==> config.mk <==
export PLATFORM = sky130hd
export DESIGN_NAME = timer_nch
export DESIGN_NICKNAME = d
export VERILOG_FILES = /design/src/rtl/timer_nch.sv
export SDC_FILE = /design/constraint.sdc
export NUM_CORES = 1
export LEC_CHECK = 0
export ABC_CLOCK_PERIOD_IN_PS = 3900
export CORE_MARGIN = 8
export CORE_UTILIZATION = 60
export CTS_CLUSTER_SIZE = 10
export DETAILED_ROUTE_END_ITERATION = 16
export MAX_ROUTING_LAYER = met4
export PLACE_DENSITY = 0.85
export REMOVE_ABC_BUFFERS = 1
export SETUP_SLACK_MARGIN = 0.02
export SLEW_MARGIN = 10
export SYNTH_ARGS = -nofsm -noshare
export SYNTH_HDL_FRONTEND = slang
export SYNTH_SLANG_ARGS = --single-unit
==> constraint.sdc <==
create_clock -name clk -period 3.9 [get_ports clk]
set_input_delay 0.39 -clock clk [delete_from_list [all_inputs] [get_ports clk]]
set_output_delay 0.39 -clock clk [all_outputs]
set_load 0.03 [all_outputs]
==> src/rtl/timer_nch.sv <==
// timer_nch: CH independent down-counting timers with stop, one-shot, auto-reload and square-wave modes.
// Define TIMER_NCH_IRQ_EN to build the per-channel sticky interrupt flags; otherwise irq_o is tied low.
module timer_nch #(
  parameter int CH = 3,
  parameter int W  = 32
) (
  input  logic                  clk,
  input  logic                  rstn,
  input  logic                  we,
  input  logic [$clog2(CH)-1:0] ch_sel,
  input  logic                  reg_sel,
  input  logic [W-1:0]          wdata,
  input  logic [CH-1:0]         tick_i,
  output logic [CH*W-1:0]       count_o,
  output logic [CH-1:0]         out_o,
  output logic [CH-1:0]         irq_o
);

  typedef enum logic [1:0] {IDLE, RUN, DONE} state_t;
  typedef enum logic [1:0] {M_STOP, M_ONE, M_AUTO, M_SQR} mode_t;

  localparam logic [W-1:0] ONE = {{(W-1){1'b0}}, 1'b1};

  for (genvar g = 0; g < CH; g++) begin : g_ch
    state_t       st;
    mode_t        mode;
    logic [W-1:0] cnt;
    logic [W-1:0] load;
    logic         tick_q;
    logic         out_q;
    logic         wr_load;
    logic         wr_ctrl;
    logic         cnt_evt;
    logic         term;

    always_comb begin
      wr_load = we && !reg_sel && (32'(ch_sel) == g);
      wr_ctrl = we &&  reg_sel && (32'(ch_sel) == g);
      // Any write to this channel swallows a coincident tick edge.
      cnt_evt = (st == RUN) && tick_i[g] && !tick_q && !wr_load && !wr_ctrl && (load != '0);
      term    = cnt_evt && (cnt == ONE);
    end

    always_ff @(posedge clk or negedge rstn) begin
      if (!rstn) begin
        st     <= IDLE;
        mode   <= M_STOP;
        cnt    <= '0;
        load   <= '0;
        tick_q <= 1'b0;
        out_q  <= 1'b0;
      end else begin
        tick_q <= tick_i[g];
        // Auto-reload output is a single-clk pulse; later assignments override this.
        if (mode == M_AUTO) out_q <= 1'b0;
        if (wr_load) begin
          load  <= wdata;
          cnt   <= wdata;
          out_q <= 1'b0;
          st    <= (mode != M_STOP) ? RUN : IDLE;
        end else if (wr_ctrl) begin
          mode <= mode_t'(wdata[1:0]);
          st   <= (wdata[1:0] != 2'b00) ? RUN : IDLE;
        end else if (term) begin
          case (mode)
            M_ONE: begin
              cnt   <= '0;
              st    <= DONE;
              out_q <= 1'b1;
            end
            M_AUTO: begin
              cnt   <= load;
              out_q <= 1'b1;
            end
            M_SQR: begin
              cnt   <= load;
              out_q <= ~out_q;
            end
            default: st <= IDLE;
          endcase
        end else if (cnt_evt) begin
          cnt <= cnt - ONE;
        end
      end
    end

`ifdef TIMER_NCH_IRQ_EN
    logic ie;
    logic term_q;
    logic irq_q;

    always_ff @(posedge clk or negedge rstn) begin
      if (!rstn) begin
        ie     <= 1'b0;
        term_q <= 1'b0;
        irq_q  <= 1'b0;
      end else begin
        if (wr_ctrl) ie <= wdata[2];
        term_q <= term && ie;
        // A pending set beats a coincident clear.
        irq_q  <= (irq_q && !(wr_ctrl && wdata[3])) || term_q;
      end
    end

    assign irq_o[g] = irq_q;
`else
    assign irq_o[g] = 1'b0;
`endif

    assign out_o[g]           = out_q;
    assign count_o[g*W +: W] = cnt;
  end

endmodule

==> flow_metrics.tcl <==
set metrics [dict create \
    cp-start-kind "register" \
    p_leak_nw 6.19 \
    grt_pass1_wl_mm 63.7 \
    utilization_pct 71.8 \
    htreeDepth 1 \
    die_area_sq_um 25000 \
    grt_max_degree 115 \
    cp_top_family "simple AND/OR/NAND/NOR gates" \
    synth_top_area_cell "dfrtp_1" \
    synth_adder_area_share_pct 2.17 \
    yosys.area_share.simple_pct 30.0 \
    synth_warnings 0 \
    min_period_ns 3.00 \
    fin_crit_sh_pct 76.9 \
    hold_slack_ns -0.0499 \
    synth_area_leaders "dfrtp_1 43%, nand2_1 12%, nor2_1 3.7%, o21ai_0 3.4%, nand3_1 2.5%" \
    gp_congestion 0.958 \
    cpMaxStageDelayCell "nor2_2" \
    netlist_instances 1470 \
    max_stage_delay_ns 0.59 \
    firstDrtPassIters 7 \
    portBuffers 139 \
    synth_top_area_share_pct 43.5 \
    cp.arrival_ns 3.44 \
    antenna_left 0 \
    cap_viol_max_count 0 \
    fin_nets 1643 \
    synth_top_flop_cell "dfrtp_1" \
    syn_area_sq_um 12100 \
    max_freq_mhz 333 \
    drive_above_1_share_pct 6.99 \
    cts_tree "built" \
    ys_async_sr_fraction_pct 100 \
    max-clock-path-buffers 3 \
    synth.avg_cell_area_sq_um 8.23 \
    worstSetupEndpointType "register" \
    start_util_pct 60.4 \
    ys_ff_latch 210 \
    post_cts_resized 0 \
    powerDensity_nw_per_um2 630 \
    critPathBufInv 2 \
    final_common_cell "nand2_1" \
    status "complete, but fails checks" \
    ios 143 \
    fill_cells 1598 \
    synth_edf_count 0 \
    cts-buffers-inserted 25 \
    die-height_microns 158 \
    wirelength_mm 40.4 \
    grt_usage_pct 33.4 \
    peakVddDrop_mv 0.448 \
    syn_to_final_growth_pct 19.0 \
    synth.distinct_cells 73 \
    setup_tns_ns 0 \
    clk_pin_slew_worst_paths_ns 0.06 \
    worst_pin_slew_ns 0.988 \
    grt_pass1_vias 11700 \
    vias_per_cell 6.48 \
    crit_fanout 16 \
    crit_chain "nor4_4 > nand4_2 > nor4_4 > buf_4 > a21oi_1 > buf_4 > nor2_2 > o21ai_0 > o211ai_1" \
    wire_per_inst_microns 21.7 \
    hold_viol 16 \
    die_x_microns 158 \
    maxSlewViolCount 0 \
    synth_top_family_by_area "simple AND/OR/NAND/NOR gates" \
    relSlewSlack_pct 34.1 \
    violations "negative hold slack" \
    cts_hold_buf 0 \
    crit_required_ns 4.34 \
    cts_root_buf "clkbuf_16" \
    finClkSkew_ns 0.0152 \
    detailed_place_hpwl_mm 28.1 \
    ys_seq_area_share_pct 43.5 \
    hp-class "in -> async" \
    drt-initial-drc-count 1231 \
    synth_mux_area_share_pct 0.631 \
    drc 0 \
    grt_antenna_before_repair 0 \
    vias 12000 \
    synth-xor-area-share_pct 3.19 \
    reg2reg_slack_ns 0.90 \
    coreArea_sq_um 20000 \
    finalSetupViolCount 0 \
    clk_latency_ns 0.53 \
    rows 52 \
    clock-sinks 210 \
    layout_common_cells "380 x nand2_1, 210 x dfrtp_1, 138 x clkdlybuf4s50_1" \
    grt_setup_unrepaired "no" \
    worstSetupPathType "reg -> reg" \
    synth-compound-area-share_pct 16.1 \
    cts_setup_buffers 0 \
    grt.overflow.total 0 \
]
[power by group]
group          switching (W)  internal, W
Combinational        0.00205      0.00138
Clock               0.000882      0.00120
Sequential          0.000823      0.00273
Total                0.00375      0.00531
[worst reg2reg max path, delay by kind of cell (launching register included)]
kind | cells | cell delay [ns]
AOI/OAI and AO/OA | 3 | 0.44
buffers and inverters | 2 | 0.42
DFF | 1 | 0.46
and+or+nand+nor | 4 | 1.60
[cell usage after synthesis, types with 6 or more instances]
| master | count |
|---|---|
| a21oi_1 | 56 |
| a221o_1 | 8 |
| a22oi_1 | 12 |
| a311oi_1 | 11 |
| a31oi_1 | 22 |
| and3_1 | 24 |
| buf_2 | 22 |
| buf_4 | 12 |
| clkbuf_1 | 51 |
| dfrtp_1 | 210 |
| ha_1 | 21 |
| inv_1 | 21 |
| nand2_1 | 380 |
| nand2b_1 | 7 |
| nand3_1 | 61 |
| nand4_1 | 21 |
| nor2_1 | 118 |
| nor3_1 | 57 |
| nor3b_1 | 8 |
| nor4_1 | 39 |
| o211ai_1 | 35 |
| o21ai_0 | 81 |
| o21ai_1 | 16 |
| o31ai_1 | 6 |
| or2_2 | 7 |
| or3_1 | 10 |
| or4_1 | 6 |
| xnor2_1 | 25 |
| xor2_1 | 19 |
[path summary, 6_finish.rpt]
path                                              from                          end  cells past startpoint
setup / recovery           g_ch[2].cnt[10]$_DFFE_PN0P_  g_ch[2].cnt[15]$_DFFE_PN0P_                      9
setup reg to reg           g_ch[2].cnt[10]$_DFFE_PN0P_  g_ch[2].cnt[15]$_DFFE_PN0P_                      9
hold / removal                                    rstn    g_ch[2].st[0]$_DFFE_PN0P_                      1
hold reg to reg            g_ch[0].load[7]$_DFFE_PN0P_  g_ch[0].load[7]$_DFFE_PN0P_                      2
min in group clk                             tick_i[1]     g_ch[1].tick_q$_DFF_PN0_                      1
max in group asynchronous                         rstn  g_ch[2].cnt[25]$_DFFE_PN0P_                      2
[layer usage]
layer  vias up  wire length (microns)  global-route usage, %
li1       5404                      -                      -
met1      5766                  15900                   43.5
met2       749                  18500                   51.1
met3       119                   4340                   5.21
met4         0                   1700                   14.8
met5         -                      0                      -
[final cells by class]
| cell class | instances | area, sq um | area share [%] |
|---|---|---|---|
| antenna | 1 | 2.50 | 0.0174 |
| clock buffer | 32 | 682 | 4.74 |
| clock inverter | 1 | 8.76 | 0.0609 |
| inverter | 21 | 78.8 | 0.548 |
| multi-input combinational | 1148 | 6340 | 44.1 |
| sequential | 210 | 5260 | 36.5 |
| tap | 270 | 338 | 2.35 |
| timing repair buffer | 175 | 1680 | 11.7 |
[metrics by stage]
stage	hold slack (ns)	setup WS [ns]	cell area, sq um	total power, W	std cells
2_1_floorplan	0.0944	-0.378	11600	0.00545	1379
3_5_place_dp	0.484	0.859	13700	0.00693	1824
3_3_place_gp	0.476	0.958	13700	0.00685	1824
4_1_cts	0.0292	0.919	14400	0.00903	1857
6_report	-0.0499	0.900	14400	0.00906	1858
5_1_grt	0.0597	0.671	14400	0.00950	1857
[sequential cells by signal, summed over array words and instances, names as in the netlist]
signal and flops:
g_ch.cnt 96, g_ch.load 96, g_ch.st 6, g_ch.mode 6, g_ch.out_q 3, g_ch.tick_q 3
[kinds of logic after synthesis]
| family | count (synthesis) |
|---|---|
| adder cells (fa/ha/maj) | 21 |
| multiplexers | 7 |
| flip-flops | 210 |
| XOR/XNOR | 44 |
| other | 1 |
| AO/OA/AOI/OAI | 301 |
| AND/OR/NAND/NOR | 772 |
| buffers and inverters | 114 |
Power figures use the tool's default switching activity.
